### src/rtl/syn_gpu_job_dispatch_if.sv
// Local-bus register port of the GPU job dispatcher.
`timescale 1ns/1ps
interface syn_gpu_job_dispatch_if;
    logic [7:0]  lb_addr;
    logic        lb_wr_en;
    logic [31:0] lb_wr_data;
    logic        lb_wr_valid;
    logic        lb_rd_en;
    logic [31:0] lb_rd_data;
    logic        lb_rd_valid;

    modport master (
        output lb_addr, lb_wr_en, lb_wr_data, lb_rd_en,
        input  lb_wr_valid, lb_rd_data, lb_rd_valid
    );

    modport slave (
        input  lb_addr, lb_wr_en, lb_wr_data, lb_rd_en,
        output lb_wr_valid, lb_rd_data, lb_rd_valid
    );
endinterface

### src/rtl/syn_gpu_job_dispatch.sv
// GPU job front-end: LB descriptor registers, job queue and engine dispatcher FSM.
// Optional interrupt block enabled by defining SYN_GPU_JOB_DISPATCH_IRQ_EN.
`timescale 1ns/1ps
module syn_gpu_job_dispatch #(
    parameter int NUM_WORDS   = 10,
    parameter int NUM_ENG     = 4,
    parameter int ACT_W       = 3,
    parameter int JOB_Q_DEPTH = 4
) (
    input  logic                      clk_ir,
    input  logic                      rst_sync,
    syn_gpu_job_dispatch_if.slave     lb,
    output logic [NUM_ENG-1:0]        eng_job_start,
    output logic [16*NUM_WORDS-1:0]   eng_job_data,
    input  logic [NUM_ENG-1:0]        eng_done,
    output logic                      irq
);
    localparam int PTR_W  = $clog2(JOB_Q_DEPTH);
    localparam int LVL_W  = PTR_W + 1;
    localparam int DESC_W = 16 * NUM_WORDS;

    localparam logic [1:0] ST_IDLE  = 2'd0;
    localparam logic [1:0] ST_ISSUE = 2'd1;
    localparam logic [1:0] ST_WAIT  = 2'd2;

    logic              enable, commit_pend, ovf_sticky, bad_sticky;
    logic [15:0]       job_word [NUM_WORDS];
    logic [DESC_W-1:0] desc;
    logic [DESC_W-1:0] q_mem [JOB_Q_DEPTH];
    logic [PTR_W-1:0]  wr_ptr, rd_ptr;
    logic [LVL_W-1:0]  level;
    logic [1:0]        state;
    logic [DESC_W-1:0] act_data;
    logic [2:0]        act_eng;
    logic [15:0]       done_cnt;
    logic [31:0]       rd_mux, rd_data_p1, status;
    logic              rd_vld_p1, wr_vld_p1;

    logic              wr_ctrl, wr_stat, wr_cnt, wr_word0, jw_hit, flush_now;
    logic [3:0]        jw_idx;
    logic              q_full, q_empty, pop, push_ok, push_drop, bad_evt, done_hit, act_ok;
    logic [ACT_W-1:0]  head_act;
    logic [NUM_ENG-1:0] eng_sel;
    logic              unused_hi;

    assign jw_idx    = lb.lb_addr[3:0];
    assign jw_hit    = (lb.lb_addr[7:4] == 4'h1) && (32'(jw_idx) < NUM_WORDS);
    assign wr_ctrl   = lb.lb_wr_en && (lb.lb_addr == 8'h00);
    assign wr_stat   = lb.lb_wr_en && (lb.lb_addr == 8'h01);
    assign wr_cnt    = lb.lb_wr_en && (lb.lb_addr == 8'h02);
    assign wr_word0  = lb.lb_wr_en && (lb.lb_addr == 8'h10);
    assign flush_now = wr_ctrl && lb.lb_wr_data[1];
    assign unused_hi = ^lb.lb_wr_data[31:16];

    assign q_full    = (level == LVL_W'(JOB_Q_DEPTH));
    assign q_empty   = (level == '0);
    assign head_act  = q_mem[rd_ptr][ACT_W-1:0];
    assign act_ok    = 32'(head_act) < NUM_ENG;
    // A flush blocks both the pending push and any pop on the same edge.
    assign pop       = (state == ST_IDLE) && enable && !q_empty && !flush_now;
    assign push_ok   = commit_pend && !q_full && !flush_now;
    assign push_drop = commit_pend && q_full && !flush_now;
    assign bad_evt   = pop && !act_ok;

    always_comb begin
        desc = '0;
        for (int i = 0; i < NUM_WORDS; i++) desc[16*i +: 16] = job_word[i];
        eng_sel = '0;
        for (int i = 0; i < NUM_ENG; i++) eng_sel[i] = (act_eng == 3'(i));
    end

    assign done_hit      = (state == ST_WAIT) && |(eng_done & eng_sel);
    assign eng_job_start = (state == ST_ISSUE) ? eng_sel : '0;
    assign eng_job_data  = act_data;

    assign status = {13'd0, act_eng, 3'd0, 5'(level), 3'd0,
                     bad_sticky, ovf_sticky, q_full, q_empty, state != ST_IDLE};

    // ---- descriptor registers and control/status ----
    always_ff @(posedge clk_ir or posedge rst_sync) begin
        if (rst_sync) begin
            for (int i = 0; i < NUM_WORDS; i++) job_word[i] <= '0;
            enable      <= 1'b0;
            commit_pend <= 1'b0;
            ovf_sticky  <= 1'b0;
            bad_sticky  <= 1'b0;
            done_cnt    <= '0;
        end else begin
            if (lb.lb_wr_en && jw_hit) job_word[jw_idx] <= lb.lb_wr_data[15:0];
            if (wr_ctrl) enable <= lb.lb_wr_data[0];
            commit_pend <= wr_word0;
            if (push_drop)                          ovf_sticky <= 1'b1;
            else if (wr_stat && lb.lb_wr_data[3])   ovf_sticky <= 1'b0;
            if (bad_evt)                            bad_sticky <= 1'b1;
            else if (wr_stat && lb.lb_wr_data[4])   bad_sticky <= 1'b0;
            if (wr_cnt)        done_cnt <= '0;
            else if (done_hit) done_cnt <= done_cnt + 16'd1;
        end
    end

    // ---- job queue ----
    always_ff @(posedge clk_ir or posedge rst_sync) begin
        if (rst_sync) begin
            for (int i = 0; i < JOB_Q_DEPTH; i++) q_mem[i] <= '0;
            wr_ptr <= '0;
            rd_ptr <= '0;
            level  <= '0;
        end else if (flush_now) begin
            wr_ptr <= '0;
            rd_ptr <= '0;
            level  <= '0;
        end else begin
            if (push_ok) begin
                q_mem[wr_ptr] <= desc;
                wr_ptr        <= wr_ptr + PTR_W'(1);
            end
            if (pop) rd_ptr <= rd_ptr + PTR_W'(1);
            level <= level + LVL_W'(push_ok) - LVL_W'(pop);
        end
    end

    // ---- dispatcher FSM ----
    always_ff @(posedge clk_ir or posedge rst_sync) begin
        if (rst_sync) begin
            state    <= ST_IDLE;
            act_data <= '0;
            act_eng  <= '0;
        end else begin
            case (state)
                ST_IDLE: begin
                    if (pop && act_ok) begin
                        act_data <= q_mem[rd_ptr];
                        act_eng  <= 3'(head_act);
                        state    <= ST_ISSUE;
                    end
                end
                ST_ISSUE: state <= ST_WAIT;
                ST_WAIT:  if (done_hit) state <= ST_IDLE;
                default:  state <= ST_IDLE;
            endcase
        end
    end

`ifdef SYN_GPU_JOB_DISPATCH_IRQ_EN
    logic [2:0] irq_mask, irq_stat, irq_set, irq_clr;
    logic       irq_q;

    assign irq_set = {bad_evt, push_drop, done_hit};
    assign irq_clr = (lb.lb_wr_en && lb.lb_addr == 8'h04) ? lb.lb_wr_data[2:0] : 3'b000;
    assign irq     = irq_q;

    always_ff @(posedge clk_ir or posedge rst_sync) begin
        if (rst_sync) begin
            irq_mask <= '0;
            irq_stat <= '0;
            irq_q    <= 1'b0;
        end else begin
            if (lb.lb_wr_en && lb.lb_addr == 8'h03) irq_mask <= lb.lb_wr_data[2:0];
            irq_stat <= (irq_stat & ~irq_clr) | irq_set;
            irq_q    <= |(irq_stat & irq_mask);
        end
    end
`else
    assign irq = 1'b0;
`endif

    always_comb begin
        rd_mux = 32'hdeadbabe;
        case (lb.lb_addr)
            8'h00: rd_mux = {31'd0, enable};
            8'h01: rd_mux = status;
            8'h02: rd_mux = {16'd0, done_cnt};
`ifdef SYN_GPU_JOB_DISPATCH_IRQ_EN
            8'h03: rd_mux = {29'd0, irq_mask};
            8'h04: rd_mux = {29'd0, irq_stat};
`endif
            default: if (jw_hit) rd_mux = {16'd0, job_word[jw_idx]};
        endcase
    end

    // ---- LB response stage ----
    always_ff @(posedge clk_ir or posedge rst_sync) begin
        if (rst_sync) begin
            wr_vld_p1  <= 1'b0;
            rd_vld_p1  <= 1'b0;
            rd_data_p1 <= '0;
        end else begin
            wr_vld_p1 <= lb.lb_wr_en;
            rd_vld_p1 <= lb.lb_rd_en;
            if (lb.lb_rd_en) rd_data_p1 <= rd_mux;
        end
    end

    assign lb.lb_wr_valid = wr_vld_p1;
    assign lb.lb_rd_valid = rd_vld_p1;
    assign lb.lb_rd_data  = rd_data_p1;
endmodule

### src/flat_wrapper.sv
// flat-port wrapper written by rule: the top's interface ports become plain ports
module syn_gpu_job_dispatch_flat 
#(
    parameter int NUM_WORDS   = 10,
    parameter int NUM_ENG     = 4,
    parameter int ACT_W       = 3,
    parameter int JOB_Q_DEPTH = 4
)
  (clk_ir, rst_sync, eng_job_start, eng_job_data, eng_done, irq, lb_lb_addr, lb_lb_wr_en, lb_lb_wr_data, lb_lb_rd_en, lb_lb_wr_valid, lb_lb_rd_data, lb_lb_rd_valid);
  syn_gpu_job_dispatch_if lb_i ();
  input  logic clk_ir;
  input  logic rst_sync;
  output logic [NUM_ENG-1:0] eng_job_start;
  output logic [16*NUM_WORDS-1:0] eng_job_data;
  input  logic [NUM_ENG-1:0] eng_done;
  output logic irq;
  input wire logic [$bits(lb_i.lb_addr)-1:0] lb_lb_addr;
  input wire logic [$bits(lb_i.lb_wr_en)-1:0] lb_lb_wr_en;
  input wire logic [$bits(lb_i.lb_wr_data)-1:0] lb_lb_wr_data;
  input wire logic [$bits(lb_i.lb_rd_en)-1:0] lb_lb_rd_en;
  output wire logic [$bits(lb_i.lb_wr_valid)-1:0] lb_lb_wr_valid;
  output wire logic [$bits(lb_i.lb_rd_data)-1:0] lb_lb_rd_data;
  output wire logic [$bits(lb_i.lb_rd_valid)-1:0] lb_lb_rd_valid;
  assign lb_i.lb_addr = lb_lb_addr;
  assign lb_i.lb_wr_en = lb_lb_wr_en;
  assign lb_i.lb_wr_data = lb_lb_wr_data;
  assign lb_i.lb_rd_en = lb_lb_rd_en;
  assign lb_lb_wr_valid = lb_i.lb_wr_valid;
  assign lb_lb_rd_data = lb_i.lb_rd_data;
  assign lb_lb_rd_valid = lb_i.lb_rd_valid;
  syn_gpu_job_dispatch #(.NUM_WORDS(NUM_WORDS), .NUM_ENG(NUM_ENG), .ACT_W(ACT_W), .JOB_Q_DEPTH(JOB_Q_DEPTH)) u_core (.clk_ir(clk_ir), .rst_sync(rst_sync), .lb(lb_i), .eng_job_start(eng_job_start), .eng_job_data(eng_job_data), .eng_done(eng_done), .irq(irq));
endmodule
### config.mk
export PLATFORM = sky130hd
export DESIGN_NAME = syn_gpu_job_dispatch_flat
export DESIGN_NICKNAME = d
export VERILOG_FILES = /design/src/rtl/syn_gpu_job_dispatch_if.sv /design/src/rtl/syn_gpu_job_dispatch.sv /design/src/flat_wrapper.sv
export SDC_FILE = /design/constraint.sdc
export NUM_CORES = 2
export LEC_CHECK = 0
export CAP_MARGIN = 20
export CORE_UTILIZATION = 55
export CTS_CLUSTER_SIZE = 14
export DETAILED_ROUTE_END_ITERATION = 12
export DONT_BUFFER_PORTS = 1
export GPL_TIMING_DRIVEN = 1
export PLACE_DENSITY = 0.82
export SETUP_SLACK_MARGIN = 0.02
export SYNTH_ARGS = -nofsm -noshare
export SYNTH_HDL_FRONTEND = slang
export SYNTH_SLANG_ARGS = --single-unit
### constraint.sdc
create_clock -name clk_ir -period 48.2 [get_ports clk_ir]
set_clock_uncertainty 0.2 [all_clocks]
set_input_delay 4.82 -clock clk_ir [delete_from_list [all_inputs] [get_ports clk_ir]]
set_output_delay 4.82 -clock clk_ir [all_outputs]
set_load 0.005 [all_outputs]
# After elaboration in Yosys (flattened, before gate mapping)
# Index checks and enable logic that the tools add are counted.
[totals]
reg_bits = 1026
latch_bits = 0
mem_bits_rw = 0
rom_bits = 0
input_bits = 48
out_inout_bits = 199
word_cells = 125
n_memories = 0
[op_classes]
add_sub_neg = 5
mul = 0
n_div = 0
n_lt_le_gt_ge = 7
eq_ne = 12
n_shift = 0
mux = 29
n_bitwise = 5
reduce_logical = 39
[ops]
columns = ["cell", "n"]
rows = [
  ["640-bit bitwise mux", 1],
  ["160-bit two-way mux", 3],
  ["160-bit binary-select mux with 2-bit select", 1],
  ["160-bit demux with 2-bit select", 1],
  ["160-bit bitwise mux", 1],
  ["32-bit one-hot mux with 3 select lines", 1],
  ["16-bit two-way mux", 5],
  ["16-bit binary-select mux with 4-bit select", 1],
  ["16-bit demux with 4-bit select", 1],
  ["32-bit two-way mux", 1],
  ["1-bit logical AND", 21],
  ["16-bit by 1-bit adder with 16-bit output, second input constant", 1],
  ["2-bit two-way mux", 6],
  ["2-bit nonzero test", 6],
  ["8-bit by 1-bit == test with 1-bit output, second input constant", 1],
  ["8-bit by 2-bit == test with 1-bit output, second input constant", 1],
  ["8-bit by 5-bit == test with 1-bit output, second input constant", 1],
  ["8-bit logical NOT", 1],
  ["3-bit by 2-bit == test with 1-bit output, second input constant", 2],
  ["3-bit greater-or-equal comparator, second input constant", 2],
  ["3-bit logical NOT", 2],
  ["2-bit inverter with 3-bit output", 2],
  ["2-bit one-hot mux with 3 select lines", 1],
  ["2-bit AND reduction", 3],
  ["24 further kinds", 31],
]

# Depth between registers and ports, before layout
[depth]
word_depth = 8
mapped_depth = 13
depth_no_buf = 11

# Least setup slack after synthesis
# No wires, ideal clock.
[synth_path]
path_kind = "input-to-reg"
start = "input lb_lb_addr[0]"
end = "register u_core.level[2]"
setup_ns = 0.119
arrival_time_ns = 7.019
required_ns = 47.881
path_slack_ns = 40.862
stages = 13
path_buffers = 2
path_cell_list = "buf_6 > nor4_2 > and4_1 > buf_4 > nor2_1 > ha_1 > inv_1 > ha_1 > inv_1 > fa_1 > xor2_1 > xnor2_1 > nor2_1"
[synth_between]
elab_chain_len = 8
elab_cells_between_ends = 9
classes_between = "2 x add/sub; 1 x mux; 6 x reduce/logical"
[synth_rtl]
columns = ["item", "line_no", "text"]
rows = [
  ["from (decl)", "flat_wrapper.sv:17", "input wire logic [$bits(lb_i.lb_addr)-1:0] lb_lb_addr;"],
  ["8-bit logical NOT (*)", "syn_gpu_job_dispatch.sv:48", "assign wr_ctrl = lb.lb_wr_en && (lb.lb_addr == 8'h00);"],
  ["1-bit logical AND (*)", "syn_gpu_job_dispatch.sv:48", ""],
  ["1-bit logical AND (*)", "syn_gpu_job_dispatch.sv:52", "assign flush_now = wr_ctrl && lb.lb_wr_data[1];"],
  ["1-bit logical NOT", "syn_gpu_job_dispatch.sv:60, syn_gpu_job_dispatch.sv:61", ""],
  ["1-bit logical AND", "syn_gpu_job_dispatch.sv:61", "assign push_ok = commit_pend && !q_full && !flush_now;"],
  ["3-bit by 1-bit adder with 3-bit output", "syn_gpu_job_dispatch.sv:118", "level <= level + LVL_W'(push_ok) - LVL_W'(pop);"],
  ["3-bit by 1-bit subtractor with 3-bit output", "syn_gpu_job_dispatch.sv:118", ""],
  ["3-bit two-way mux (*)", "syn_gpu_job_dispatch.sv:108", "end else if (flush_now) begin"],
  ["to (signal assigned)", "syn_gpu_job_dispatch.sv:118", ""],
  ["to (decl)", "syn_gpu_job_dispatch.sv:31", "logic [LVL_W-1:0] level;"],
]
# Mark *: on every way between the ends. The rest lies on a longest branch, timed or not.
# A chain may end at the register's enable or synchronous reset.

==> out/results.tsv <==
metric	value	unit
run status	complete, no violations	
Reg-to-Reg Start	u_core.rd_ptr[1]	
Final Hold Viols	0	
hold_buf cts	0	
unrepaired setup endpoints after global routing	no	
CP startpoint kind	input port	
DIE AREA	81200	um2
DPL Wire Length	69200	um
GRT Overall Usage	0.262	
Hold Path Class	reg2reg	
clk buf depth	3	
CTS H-tree depth	3	
critical path class	in2async	
area grow syn2layout	9.07	%
hold path depth	1	
Rows	103	
Pleak	0.0236	uW
setup TNS	0	ns
flops & latches, synth	1011	
Port Buffers	0	
setup violators final	0	
CP peak stage delay	0.87	ns
synthesized cell area	44000	um2
antenna violations before repair	6	
Finished Cell Area	48000	um2
area of placed instances	44500	um2
Peak VDD IR	0.0273	mV
CTS resizes	0	
synth unique cells	69	
io pins	247	
yosys warns	0	
main area contributors after synthesis	dfrtp_1 57%, mux2_2 23%, mux4_2 9.7%, mux2_4 3.1%, buf_6 0.82%	
syn avg cell area	16.6	um2
number of inserted diodes	0	
Root Driver	clkbuf_16	
Crit path top cell by count	buf_4	
Final min period	8.08	ns
1st-iter DRT viols	1798	
r2r setup slk	44.33	ns
Clock Latency Late Sink	0.67	ns
placed instance count	3552	
Tightest Pin Transition	1.04	ns
CTS tree	built	
GR Overflow Total	0	
worst r2r path cells	4	
Max Slew Vio Count	0	
CP endpoint kind	asynchronous set/reset pin	
DRT Wirelength	105000	um
fin cells	3746	
CP cell instances	inv_8, buf_4, buf_4, buf_4, buf_16, buf_4, buf_16	
slowest cell on the critical path	buf_4	
number of synthesized flops with an enable pin	0	
Hold Worst Slack	0.297	ns
largest net degree at the start of global routing	126	
period utilisation layout	0.168	
Die Width	285	um
headroom to the max-slew limit	0.304	
Via density	6.27	
via count	23500	
DRC	0	
Fmax	124	MHz
first-pass GRT wire length	160000	um
Worst Hold End	u_core.q_mem[151]	
Seq/Total Area, Yosys	0.574	
DR pass1 iterations	5	
arrival time at the worst endpoint	8.68	ns
worst min-delay path startpoint	u_core.q_mem[151]	
Worst EP required	48.80	ns
Async S/R FF share, synth	1.00	
Power Dens Cells	38.3	nW/um2
DR WL/cell	28.1	um
final antenna-violating net count	0	
DIE HEIGHT	285	um
Mapped Cells	2660	
placeable core area	79100	um2
nets@finish	2671	
worst reg2reg path endpoint	u_core.eng_job_data[112]	
Reg clk slew, reported paths	0.06	ns
ratio of cells with drive above 1 in the final layout	0.514	
CP max FO	125	
Post CTS Setup Buffer Count	0	
ys flop type	dfrtp_1	
CTS sink cnt	1011	
vias in the first global route	25300	
RePlAce Congestion	0.909	
Synth top area share	0.574	
Initial Util	0.557	
Synth area leader	dfrtp_1	
CTS Buf Count	102	
number of max-cap violations	0	
-- report_power, final --
| part | switching (uW) | internal, uW | leakage (uW) |
|---|---|---|---|
| registers | 34.6 | 861 | 0.0140 |
| logic | 88.3 | 68.9 | 0.00792 |
| clock network | 331 | 455 | 0.00165 |
-- metal layers --
| layer | vias up | track usage | share of wire |
|---|---|---|---|
| met1 | 12800 | 0.348 | 0.41 |
| met3 | 182 | 0.0611 | 0.066 |
| met4 | 2 | 0.0995 | 0.037 |
| li1 | 9793 | - | - |
| met2 | 704 | 0.422 | 0.49 |
| met5 | - | 0 | 0.00012 |
-- critical path, delay by kind of cell --
kind / cells / cell delay, ns
buffers and inverters: 7 / 3.55
-- cell type report --
type	instances	area (um2)
clock buffers	148	2930
repair buffers	40	449
flip-flops and latches	1011	25300
clock inverters	37	420
multi-input cells	1449	17600
fillers	5604	31100
inverters	11	48.8
well taps	1050	1310
-- per-stage QoR --
stage / utilization / total power [uW] / setup slack (ns)
2_1_floorplan: - / 1030 / 14.73
3_3_place_gp: 0.562 / 1070 / 38.88
3_5_place_dp: 0.562 / 1070 / 38.62
4_1_cts: 0.605 / 1850 / 39.30
5_1_grt: 0.607 / 1900 / 39.56
6_report: 0.607 / 1840 / 40.12
-- state kept, by name (all words and copies together) (netlist names) --
signal,count
u_core.level,3
u_core.lb.lb_rd_data,20
u_core.act_eng,2
u_core.rd_ptr,2
u_core.commit_pend,1
u_core.desc,160
u_core.enable,1
u_core.wr_ptr,2
u_core.state,2
u_core.ovf_sticky,1
u_core.eng_job_data,158
u_core.lb.lb_rd_valid,1
u_core.lb.lb_wr_valid,1
u_core.done_cnt,16
u_core.q_mem,640
u_core.bad_sticky,1
-- worst max path at each step --
stage                        start                        to  cells past startpoint
after global placement    rst_sync          u_core.desc[135]                      5
after global routing      rst_sync         u_core.q_mem[286]                      7
after CTS                 rst_sync  u_core.eng_job_data[126]                      5
after detailed placement  rst_sync  u_core.eng_job_data[128]                      5
final                     rst_sync         u_core.q_mem[286]                      7
after floorplan           rst_sync         u_core.act_eng[0]                      1
-- synth_stat cells, drive strengths merged, types with 4 or more instances --
| cell type | n |
|---|---|
| o221ai | 6 |
| nor2 | 35 |
| a21oi | 26 |
| mux2i | 15 |
| a22oi | 4 |
| dfrtp | 1011 |
| nor2b | 10 |
| a211oi | 8 |
| o21a | 6 |
| or4 | 7 |
| o22ai | 5 |
| nand4 | 10 |
| and2 | 7 |
| clkbuf | 53 |
| inv | 11 |
| buf | 140 |
| ha | 7 |
| a31oi | 4 |
| o21ai | 9 |
| and3 | 8 |
| nand2 | 17 |
| nor3 | 10 |
| and4 | 4 |
| a211o | 6 |
| or3 | 6 |
| xor2 | 7 |
| mux4 | 189 |
| mux2 | 971 |
| a2111oi | 4 |
| nand3 | 22 |
| nor4 | 6 |
-- cells by family after synthesis --
group	count (synthesis)	synth area share
other	1	0.0000852
AOI/OAI and AO/OA	98	0.0155
muxes	1175	0.356
and+or+nand+nor	154	0.0217
adders and majority gates	8	0.00244
DFF	1011	0.574
buffers and inverters	204	0.0280
xor gates and xnor gates	9	0.00179
-- cells in the final DEF, fill, tap and decap left out, types with 7 or more instances in the layout --
cell type,count
nand2_1,16
clkbuf_8,18
ha_1,7
a211oi_1,8
mux2i_1,15
xor2_1,7
nor2_1,32
nand3_1,17
dfrtp_1,1009
buf_4,29
o21ai_0,9
nor2b_1,10
mux2_4,90
clkinv_2,18
clkbuf_16,103
mux4_2,189
a21oi_1,25
clkbuf_1,27
mux2_2,880
or4_1,7
inv_1,10
and3_1,8
and2_1,7
nand4_1,9
Power figures use the tool's default switching activity.
